[config.mk]
export PLATFORM = sky130hd
export DESIGN_NAME = prbs8_lfsr
export DESIGN_NICKNAME = d
export VERILOG_FILES = /design/src/rtl/prbs_pkg.sv /design/src/rtl/prbs8_lfsr.sv
export SDC_FILE = /design/constraint.sdc
export NUM_CORES = 1
export LEC_CHECK = 0
export CAP_MARGIN = 10
export CORE_AREA = 2 2 39 41
export DETAILED_ROUTE_END_ITERATION = 8
export DIE_AREA = 0 0 41 43
export GPL_TIMING_DRIVEN = 0
export SKIP_CTS_REPAIR_TIMING = 1
export SLEW_MARGIN = 0
export SYNTH_ARGS = -nofsm -noshare
export SYNTH_HDL_FRONTEND = slang
export SYNTH_SLANG_ARGS = --single-unit
[constraint.sdc]
create_clock -name clk -period 1.9 [get_ports clk]
set_input_delay 0.285 -clock clk [delete_from_list [all_inputs] [get_ports clk]]
set_output_delay 0.285 -clock clk [all_outputs]
set_load 0.1 [all_outputs]
[src/rtl/prbs_pkg.sv]
// rtl/prbs_pkg.sv - shared PRBS8 constants, state type and tap helper
package prbs_pkg;

    localparam int             PRBS8_LEN  = 8;
    localparam logic [7:0]     PRBS8_TAPS = 8'hB8;

    typedef enum logic {
        SEARCH = 1'b0,
        LOCKED = 1'b1
    } prbs_state_e;

    // Taps 7,5,4,3 of the history give the next bit of x^8+x^6+x^5+x^4+1.
    function automatic logic prbs8_predict(input logic [PRBS8_LEN-1:0] hist);
        return ^(hist & PRBS8_TAPS);
    endfunction

endpackage

[src/rtl/prbs8_lfsr.sv]
// rtl/prbs8_lfsr.sv - 8-bit PRBS history with received/predicted load select
module prbs8_lfsr
    import prbs_pkg::*;
(
    input  logic                 clk,
    input  logic                 rst_n,
    input  logic                 shift,
    input  logic                 load_pred,
    input  logic                 din,
    output logic [PRBS8_LEN-1:0] hist,
    output logic                 pred
);

    assign pred = prbs8_predict(hist);

    always_ff @(posedge clk or negedge rst_n) begin
        if (!rst_n) begin
            hist <= '0;
        end else if (shift) begin
            hist <= {hist[PRBS8_LEN-2:0], load_pred ? pred : din};
        end
    end

endmodule

# Word level (Yosys, flattened, before mapping)
# Cells that the tools add are included.
dict set report classes {
  n_mux 1
  n_reduce_logical 1
}
# op count
set op_table {}
lappend op_table {{8-bit parity} 1}
lappend op_table {{1-bit two-way mux} 1}
dict set report word_totals {
  reg_bits 8
  out_inout_bits 9
}

# Logic depth before layout (Yosys ltp)
# Gate-level depths: netlist of the first run.
dict set report logic_depth {
  word_depth 2
  ltp_mapped 4
  ltp_nobuf 3
}

# Least setup slack after synthesis of the first run
# Ideal clock, no wire load.
dict set report synth_path {
  kind {reg-to-reg}
  from {register hist[3]}
  to {register hist[0]}
  setup_ns 0.072
  t_arrival_ns 3.049
  required_ns 1.828
  path_slack_ns -1.220
  stages_incl_launch_ff 4
  n_path_buf 0
  path_cell_list {dfrtp_1 xor2_1 xnor2_1 a31o_1}
}
dict set report synth_between {
  elab_chain_cells 2
}
# item line_no
set synth_lines {}
lappend synth_lines {{start: declaration} prbs8_lfsr.sv:10} ;# output logic [PRBS8_LEN-1:0] hist,
lappend synth_lines {{start signal: assignment} prbs8_lfsr.sv:20} ;# hist <= {hist[PRBS8_LEN-2:0], load_pred ? pred : din};
lappend synth_lines {{8-bit parity} prbs_pkg.sv:14} ;# return ^(hist & PRBS8_TAPS);
lappend synth_lines {{via pred} prbs8_lfsr.sv:11} ;# output logic pred
lappend synth_lines {{1-bit two-way mux} prbs8_lfsr.sv:20}
# The timed path passes the listed nets, and every way through them passes these cells.
# A chain may end at the register's enable or synchronous reset.

# Worst setup path in the final report of the first run
dict set report layout_path {
  from {register hist[5]}
  to {output pred}
}
dict set report layout_between {
  elab_chain_cells 1
}
# item line_no
set layout_lines {}
lappend layout_lines {{8-bit parity} prbs_pkg.sv:14}
lappend layout_lines {{end: declaration} prbs8_lfsr.sv:11}
# Every way passes these cells.

==> key figures, run 1 <==
Worst setup path
  – Crit-path cells: xnor2_1 -> xnor2_4 -> clkbuf_4
  – Crit end category: primary output
  – R2r setup slk: 670 ps
  – WP data required: 1620 ps
  – Crit path DAT: 1540 ps
  – Worst reg2reg path startpoint: hist[3]
  – Worst path max stage delay: 430 ps
  – CP max stage cell: dfrtp_2
  – Crit Path Class: flip-flop to primary output
  – CP Buf/Inv Count: 1
  – Reg2reg end: hist[0]
  – Crit start category: flip-flop
  – Critical path's top delay family: XOR/XNOR gates
  – R2R depth: 3
  – Critical path peak fanout: 4

STA
  – Worst Skew: 1.21 ps
  – RSZ-0062 raised after global routing: false
  – Max-slew violations: 0
  – Max_slew headroom: 35.6%
  – Slew @ Worst Pin: 964 ps
  – Fin. Hold Viols: 0
  – Fin crit share: 95.9%
  – F_max: 0.549 GHz
  – Setup TNS: 0 ps
  – Final setup viols: 0
  – Final min period: 1820 ps

Layout
  – Diodes inserted: 0
  – Layout cells sized above 1: 43.6%
  – Max FFs per register: 8
  – P&R area growth vs syn: 61.9%
  – Final Net Count: 45
  – Largest regs: hist: 8 flops
  – Reg with most FFs: hist

Synthesis
  – Post-synth top area share: 59.7%
  – Synth warn: 0
  – Post-synth EDFFs: 0
  – Yosys reg bits: 8
  – Post-Synthesis Net Count: 28
  – Sequential share of the synthesized area: 59.7%
  – Synth Area per Inst: 14.6 sq um
  – Library cells used by synthesis: 9
  – Post-synthesis cell area: 335 sq um
  – Most used DFF post-synth: dfrtp_1
  – Leading area contributor after synthesis: dfrtp_1
  – Count leader, synth: dfrtp_1
  – Ys async rst share: 100%
  – Most instantiated cells after synthesis: dfrtp_1 (8), mux2_2 (7), xnor2_1 (2)
  – Ranking of synthesized cells by area: dfrtp_1 (60%), mux2_2 (24%), xnor2_1 (5.2%), a31o_1 (2.6%), xor2_1 (2.6%)
  – Post-synthesis cell count: 23

Detailed routing
  – Drt wl/cell: 11.2 um
  – DR pass1 iterations: 2
  – Metal3 WL: 38 um
  – Via count: 237
  – Routed wl met2: 331 um
  – Starting DRT DRC Count: 4
  – DRT Wirelength: 615 um
  – DRC violations left: 0
  – Top Metal Used: met3
  – WL met1: 244 um
  – Vias per std cell: 4.31
  – Final ANT Viol Nets: 0

Die
  – Core ar.: 1380 sq um
  – Io pins: 14
  – Die X: 41 um
  – Die Span Y: 43 um
  – Std cell rows: 14
  – Die area: 1760 sq um
  – Initial Util: 24.2%

Placement
  – Detail Placement HPWL: 504 um
  – I/O Buffers: 12
  – Routability congestion estimate: 0.714

Clocking
  – CTS tree: yes
  – CTS Buffer Depth: 2
  – TritonCTS Buffers: 3
  – Root Buffer: clkbuf_4
  – Clock latency on the worst-skew pair: 250 ps
  – Reg clk slew, reported paths: 50 ps
  – H-tree depth: 1
  – Clock sinks: 8

GRT
  – Vias in the first global route: 214
  – Gr ovfl total: 0
  – Initial antenna violation count: 0
  – All-layer global routing usage: 7.82%
  – First-pass GRT wire length: 897 um
  – Largest net degree at the start of global routing: 11

Run
  – Max Cap Viol: 0

Outcome
  – Outcome: complete, no violations

Worst hold path
  – Min-Delay Path Class: input pin to async pin
## worst max path at each step
stage | start | to | depth (start not counted)
finish | hist[5] | pred | 3
floorplan | hist[3] | hist[0] | 3
detailed placement | hist[5] | pred | 3
global placement | hist[3] | pred | 3
CTS | hist[5] | pred | 3
global route | hist[5] | pred | 3
## per-stage QoR
stage	hold WS (ps)	setup slack [ps]	instance area, sq um	util, %	cells
floorplan	-10.6	26.0	359	-	23
global placement	515	-460	499	36.1	51
detailed placement	524	-470	499	36.1	51
CTS	321	-741	526	38.0	55
global route	336	2.78	543	39.2	55
finish	307	78.8	543	39.2	55
## worst reg2reg max path: stages, from the launching register on
cell and delay [ps]:
dfrtp_2 420, xor2_1 360, xnor2_4 110, a31o_1 220
## area by class of cell
cell class / count / area (sq um)
inverters: 1 / 3.75
well taps: 16 / 20.0
plain buffers: 1 / 5.00
multi-input cells: 13 / 145
fillers: 128 / 841
clock buffers: 4 / 26.3
repair buffers: 12 / 138
flip-flops and latches: 8 / 205
## logic make-up after synthesis
family / Yosys count / share of synthesized area (%)
compound gates: 2 / 4.10
xor+xnor: 3 / 7.84
buf+inv: 2 / 2.61
flops: 8 / 59.7
mux: 7 / 23.5
simple gates: 1 / 2.24
## layer usage
layer,GRT usage (%),vias up
met3,4.71,0
met5,0,-
li1,-,111
met1,8.67,120
met2,12.2,6
met4,2.00,0
## cells in the final DEF, fill, tap and decap left out, types with 3 or more instances in the layout
master and n:
clkbuf_4 4, clkdlybuf4s50_1 3, dfrtp_1 4, dfrtp_2 4, dlymetal6s2s_1 8, mux2_2 7
Power of run 1 is not shown: default switching activity piles up to over one toggle a cycle in this logic, so the estimate is an artifact.
==> inputs of run 2 (changes only) <==
--- a/config.mk
+++ b/config.mk
@@ -10,6 +10,7 @@
 export DETAILED_ROUTE_END_ITERATION = 8
 export DIE_AREA = 0 0 41 43
 export GPL_TIMING_DRIVEN = 0
+export RECOVER_POWER = 25
 export SKIP_CTS_REPAIR_TIMING = 1
 export SLEW_MARGIN = 0
 export SYNTH_ARGS = -nofsm -noshare
==> key figures, run 2 (same netlist as run 1, synthesis figures left out) <==
Detailed routing
  – Drt wl/cell: 11.2 um
  – DRT Wirelength: 614 um
  – DRC violations left: 0
  – Vias per std cell: 4.31
  – DR pass1 iterations: 2
  – Starting DRT DRC Count: 4
  – Final ANT Viol Nets: 0
  – Via count: 237

STA
  – Final min period: 1820 ps
  – Max-slew violations: 0
  – Fin crit share: 95.9%
  – Max_slew headroom: 35.6%
  – F_max: 0.549 GHz
  – Final setup viols: 0
  – Fin. Hold Viols: 0
  – RSZ-0062 raised after global routing: false
  – Slew @ Worst Pin: 964 ps
  – Worst Skew: 1.21 ps
  – Hold slack: 377 ps
  – Setup TNS: 0 ps

GRT
  – First-pass GRT wire length: 897 um
  – All-layer global routing usage: 7.82%
  – Gr ovfl total: 0
  – Largest net degree at the start of global routing: 11
  – Vias in the first global route: 214
  – Initial antenna violation count: 0

Clocking
  – H-tree depth: 1
  – TritonCTS Buffers: 3
  – CTS tree: yes
  – Clock latency on the worst-skew pair: 250 ps
  – Reg clk slew, reported paths: 50 ps
  – Clock sinks: 8
  – CTS Buffer Depth: 2
  – Root Buffer: clkbuf_4

Placement
  – Detail Placement HPWL: 504 um
  – I/O Buffers: 12
  – Routability congestion estimate: 0.714
  – Placed cells: 51

Die
  – Initial Util: 24.2%
  – Core ar.: 1380 sq um
  – Die Span Y: 43 um
  – Die area: 1760 sq um
  – Io pins: 14
  – Std cell rows: 14
  – Die X: 41 um

Worst setup path
  – Worst reg2reg path startpoint: hist[3]
  – Worst path max stage delay: 430 ps
  – Crit Path Class: flip-flop to primary output
  – Crit path DAT: 1540 ps
  – R2R depth: 3
  – CP max stage cell: dfrtp_2
  – Crit end category: primary output
  – Crit-path cells: xnor2_1 -> xnor2_4 -> clkbuf_4
  – WP data required: 1620 ps
  – R2r setup slk: 670 ps
  – Critical path peak fanout: 4
  – Crit start category: flip-flop
  – Reg2reg end: hist[0]

Layout
  – Most frequent cells in the layout: dlymetal6s2s_1 (8), mux2_2 (7), clkbuf_4 (4), dfrtp_1 (4), dfrtp_2 (4)
  – Commonest non-fill, non-tap cell in the layout: dlymetal6s2s_1
  – Post-route insts no fill: 55
  – Util after Layout: 39.2%
  – Max FFs per register: 8
  – P&R area growth vs syn: 61.9%
  – Layout cells sized above 1: 43.6%
  – FILL cells: 128
  – Largest regs: hist: 8 flops
  – Diodes inserted: 0
  – Reg with most FFs: hist
  – Final Net Count: 45

Outcome
  – Outcome: complete, no violations

Run
  – Max Cap Viol: 0

Worst hold path
  – Min-Delay Path Class: input pin to async pin
run 2: metal layers:
| metal | wire length, um | GRT usage, % |
|---|---|---|
| met4 | 0 | 2.00 |
| met3 | 38 | 4.71 |
| met1 | 243 | 8.67 |
| met5 | 0 | 0 |
| met2 | 331 | 12.2 |
run 2: worst max path at each step:
stage | from | endpoint | cells after the start | slack, ps
global placement | hist[3] | pred | 3 | -460
detailed placement | hist[5] | pred | 3 | -470
finish | hist[5] | pred | 3 | 80
CTS | hist[5] | pred | 3 | -740
global route | hist[5] | pred | 3 | 3
floorplan | hist[3] | hist[0] | 3 | 30
run 2: final cells by class:
cell class | instances | area (sq um) | area share, %
inverters | 1 | 3.75 | 0.691
multi-input cells | 13 | 145 | 26.7
well taps | 16 | 20.0 | 3.69
plain buffers | 1 | 5.00 | 0.922
clock buffers | 4 | 26.3 | 4.84
flip-flops and latches | 8 | 205 | 37.8
repair buffers | 12 | 138 | 25.3
run 2: critical path: cells and delay by family (launching register included):
| family | cells | cell delay [ps] |
|---|---|---|
| XOR/XNOR | 2 | 520 |
| flip-flops | 1 | 430 |
| buffers and inverters | 1 | 340 |
run 2: per-stage QoR:
stage | instance area [sq um] | setup WS (ps)
after detailed placement | 499 | -470
after global routing | 543 | 2.78
after global placement | 499 | -460
after floorplan | 359 | 26.0
after CTS | 526 | -741
final | 543 | 78.8
Power of run 2 is left out for the same reason.
==> inputs of run 3 (changes only) <==
==> constraint.sdc (replaced) <==
create_clock -name clk -period 2.2 [get_ports clk]
set_input_delay 0.33 -clock clk [delete_from_list [all_inputs] [get_ports clk]]
set_output_delay 0.33 -clock clk [all_outputs]
set_load 0.1 [all_outputs]
==> key figures, run 3 (same netlist as run 1, synthesis figures left out) <==
Placement
  – Detail Placement HPWL: 504 um
  – Routability congestion estimate: 0.714
  – I/O Buffers: 12

Layout
  – Most frequent cells in the layout: clkdlybuf4s50_1 (10), mux2_2 (7), dfrtp_1 (4), dfrtp_2 (4), clkbuf_4 (3)
  – Final Net Count: 45
  – Max FFs per register: 8
  – Reg with most FFs: hist
  – P&R area growth vs syn: 55.2%
  – Commonest non-fill, non-tap cell in the layout: clkdlybuf4s50_1
  – Diodes inserted: 0
  – Largest regs: hist: 8 flops
  – Layout cells sized above 1: 43.6%

GRT
  – Initial antenna violation count: 0
  – Gr ovfl total: 0
  – Vias in the first global route: 214
  – First-pass GRT wire length: 897 um
  – Largest net degree at the start of global routing: 11
  – All-layer global routing usage: 7.82%

Worst setup path
  – CP Buf/Inv Count: 1
  – Crit end category: primary output
  – Critical path's top delay family: buffers and inverters
  – CP max stage cell: clkdlybuf4s50_1
  – WP data required: 1870 ps
  – Critical path peak fanout: 4
  – Crit path DAT: 1780 ps
  – Crit Path Class: flip-flop to primary output
  – Crit start category: flip-flop
  – Worst path max stage delay: 1140 ps
  – Crit-path cells: clkdlybuf4s50_1

Detailed routing
  – Metal3 WL: 41 um
  – Via count: 235
  – Starting DRT DRC Count: 4
  – DR pass1 iterations: 4
  – Final ANT Viol Nets: 0
  – WL met1: 247 um
  – Drt wl/cell: 11.0 um
  – Vias per std cell: 4.27
  – Routed wl met2: 318 um
  – DRC violations left: 0
  – Top Metal Used: met3
  – DRT Wirelength: 607 um

Clocking
  – Clock latency on the worst-skew pair: 250 ps
  – CTS tree: yes
  – Root Buffer: clkbuf_4
  – TritonCTS Buffers: 3
  – CTS Buffer Depth: 2
  – H-tree depth: 1
  – Clock sinks: 8
  – Reg clk slew, reported paths: 50 ps

STA
  – Max_slew headroom: 35.4%
  – Slew @ Worst Pin: 965 ps
  – Max-slew violations: 0
  – Worst Skew: 0.101 ps
  – F_max: 0.475 GHz
  – Hold slack: 421 ps
  – Fin. Hold Viols: 0
  – RSZ-0062 raised after global routing: false
  – Final min period: 2110 ps
  – Fin crit share: 95.7%
  – Final setup viols: 0

Die
  – Std cell rows: 14
  – Die area: 1760 sq um
  – Io pins: 14
  – Initial Util: 24.2%
  – Die Span Y: 43 um
  – Die X: 41 um
  – Core ar.: 1380 sq um

Run
  – Max Cap Viol: 0

Worst hold path
  – Min-Delay Path Class: input pin to async pin

Outcome
  – Outcome: complete, no violations
==> run 3: cell count changes in the layout (fill, tap and decap cells not counted), sizes merged <==
cell	before	now
dlymetal6s2s	8	0
clkdlybuf4s50	2	10
==> run 3: path summary, 6_finish.rpt <==
| check | cells past startpoint | slack, ps | to | start |
|---|---|---|---|---|
| min in group clk | 2 | 490 | hist[0] | shift |
| worst max-delay path | 1 | 90 | hist[3] | hist[3] |
| worst min register to register | 1 | 530 | hist[1] | hist[0] |
| worst max register to register | 3 | 970 | hist[0] | hist[3] |
| max in group asynchronous | 1 | 1500 | hist[4] | rst_n |
| worst min-delay path | 1 | 420 | hist[2] | rst_n |
==> run 3: per-layer routing <==
metal | vias to the layer above | GRT usage (%)
li1 | 110 | -
met1 | 119 | 8.67
met2 | 6 | 12.2
met3 | 0 | 4.71
met4 | 0 | 2.00
met5 | - | 0
==> run 3: layout make-up <==
type | instances | area (sq um)
inverter | 1 | 3.75
clock buffer | 4 | 26.3
multi-input combinational | 13 | 145
timing repair buffer | 12 | 115
tap | 16 | 20.0
buffer | 1 | 5.00
sequential | 8 | 205
fill | 135 | 863
==> run 3: per-stage QoR <==
step	instance area [sq um]	setup slack (ps)	util, %	cells	TNS (ps)
after floorplan	359	286	-	23	0
final	520	94.6	37.6	55	0
after CTS	526	-486	38.0	55	-486
after global routing	520	48.8	37.6	55	0
after detailed placement	499	-215	36.1	51	-215
after global placement	499	-205	36.1	51	-205
Power of run 3 is left out for the same reason.
==> patch (config.mk and constraints of run 1) <==
Reset style: synchronous (`rst_n`), changed in one clocked block.
--- a/src/rtl/prbs8_lfsr.sv
+++ b/src/rtl/prbs8_lfsr.sv
@@ -13,7 +13,7 @@
 
     assign pred = prbs8_predict(hist);
 
-    always_ff @(posedge clk or negedge rst_n) begin
+    always_ff @(posedge clk) begin
         if (!rst_n) begin
             hist <= '0;
         end else if (shift) begin
Check against the original RTL: differs if rst_n is asserted again (counterexample within 4 cycles, from zero or initial values and one cycle with rst_n low); with rst_n held inactive, the same outputs for 10 cycles.
==> patch against run 1 <==
Largest cell class is now multi-input combinational cells; sequential cell count stayed put; routed wire length is 0.65% higher; utilization is 0.72 points lower; area after synthesis is 1.1% higher; setup slack better by 0.081 ns; design area is 1.8% lower; synthesized cell count is 35% higher; count of clock-buffer cells in the layout is 1 lower.
Power is left out: it rests on default switching activity, and per cell area and clock period it moved more than threefold.
==> patch: results (changes against run 1) <==
- Final #Nets: 52 (was 45)
- First drt pass iteration count: 1 (was 2)
- Clk slew on worst S/H paths: 0.05 ns (about the same)
- Gate Count Post-Synth: 31 (was 23)
- Wirelength per Cell: 10.1 um (was 11.2 um)
- Post-synthesis sequential area ratio: 47.2% (was 59.7%)
- Worst EP arrival: 1.46 ns (was 1.54 ns)
- Clock Path Buffers: 2 (unchanged)
- Initial DRC count: 0 (was 4)
- Warnings, synthesis: 0 (unchanged)
- Fin Clk Skew: 0.000962 ns (was 0.00121 ns)
- Hold crit path type: in2reg (was in2async)
- Syn Nets: 36 (was 28)
- First-pass GRT wire length: 979 um (was 897 um)
- Input/output buffers: 11 (was 12)
- Clock latency on the worst-skew pair: 0.24 ns
- Synth unique cells: 11 (was 9)
- Initial antenna violation count: 0 (unchanged)
- DP Wirelength: 464 um (was 504 um)
- Placed cells: 58 (was 51)
- CP Max Fanout: 4 (unchanged)
- Pre-CTS WS: -0.395 ns (was -0.470 ns)
- Largest registers: hist (8) (unchanged)
- Vias per inst: 4.34 (was 4.31)
- Clock root buffer master: clkbuf_4 (unchanged)
- Fmax: 575 MHz (was 549 MHz)
- Top cells by area, synth: dfxtp_1 47%, mux2i_1 21%, nor2b_1 13% (was dfrtp_1 60%, mux2_2 24%, xnor2_1 5.2%)
- Vias in the first global route: 236 (was 214)
- Rel. slew slack: 35.6% (about the same)
- Largest net degree at the start of global routing: 11 (unchanged)
- Antenna diode count: 0 (unchanged)
- FF-to-FF setup slack: 0.74 ns (was 0.67 ns)
- GRT Resource Usage Total: 8.57% (was 7.82%)
- Num CTS Buffers: 3 (unchanged)
- GP Congestion: 0.631 (was 0.714)
- Post-synth top cells: 8 x dfxtp_1, 7 x mux2i_1, 7 x nor2b_1 (was 8 x dfrtp_1, 7 x mux2_2, 2 x xnor2_1)
- Share of layout cells above drive strength 1: 22.2% (was 43.6%)
- H-Tree Depth: 1 (unchanged)
- Routed via count: 265 (was 237)
- Outcome: finished, final reports clean (unchanged)
- Fraction of registers with async set/reset: 0% (was 100%)
patch: changes by cell type in the layout (fill, tap and decap cells not counted), sizes merged, moves of 7 or more:
cell          run 1  this run
dfrtp             8         0
dfxtp             0         8
mux2              7         0
mux2i             0         7
nor2b             0         7
patch: cells by family after synthesis:
kind of cell           after synthesis  synth area share [%]
AND/OR/NAND/NOR                     10                  18.8
buffers and inverters                2                  2.58
multiplexers                         7                  20.7
AO/OA/AOI/OAI                        1                  2.95
flip-flops                           8                  47.2
XOR/XNOR                             3                  7.75
patch: layout make-up:
| cell class | instances | area [um^2] |
|---|---|---|
| sequential | 8 | 165 |
| clock buffer | 3 | 22.5 |
| fill | 153 | 851 |
| tap | 16 | 20.0 |
| multi-input combinational | 21 | 189 |
| buffer | 2 | 8.76 |
| timing repair buffer | 11 | 128 |
patch: path summary, 6_finish.rpt:
kind	from	endpoint	depth (start not counted)
setup / recovery	hist[3]	pred	3
hold / removal	rst_n	hist[4]	2
setup reg to reg	hist[3]	hist[0]	3
hold reg to reg	hist[7]	hist[7]	2
patch: worst max-delay path, stage by stage, from the launching register on:
cell,delay (ns)
dfxtp_2,0.35
xor2_1,0.35
xnor2_4,0.16
clkbuf_4,0.35
patch: stage by stage:
stage / hold WS, ns / cell area, um^2
after floorplan: 0.447 / 363
after global placement: 0.523 / 493
after detailed placement: 0.530 / 493
after CTS: 0.423 / 515
after global routing: 0.462 / 533
final: 0.431 / 533
patch: metal layers:
metal  vias up  global-route usage, %  share of wire [%]
li1        136                      -                  -
met1       119                   10.4                 47
met2        10                   11.9                 44
met3         0                   4.71                8.6
met4         0                   4.00                  0
met5         -                      0                  0
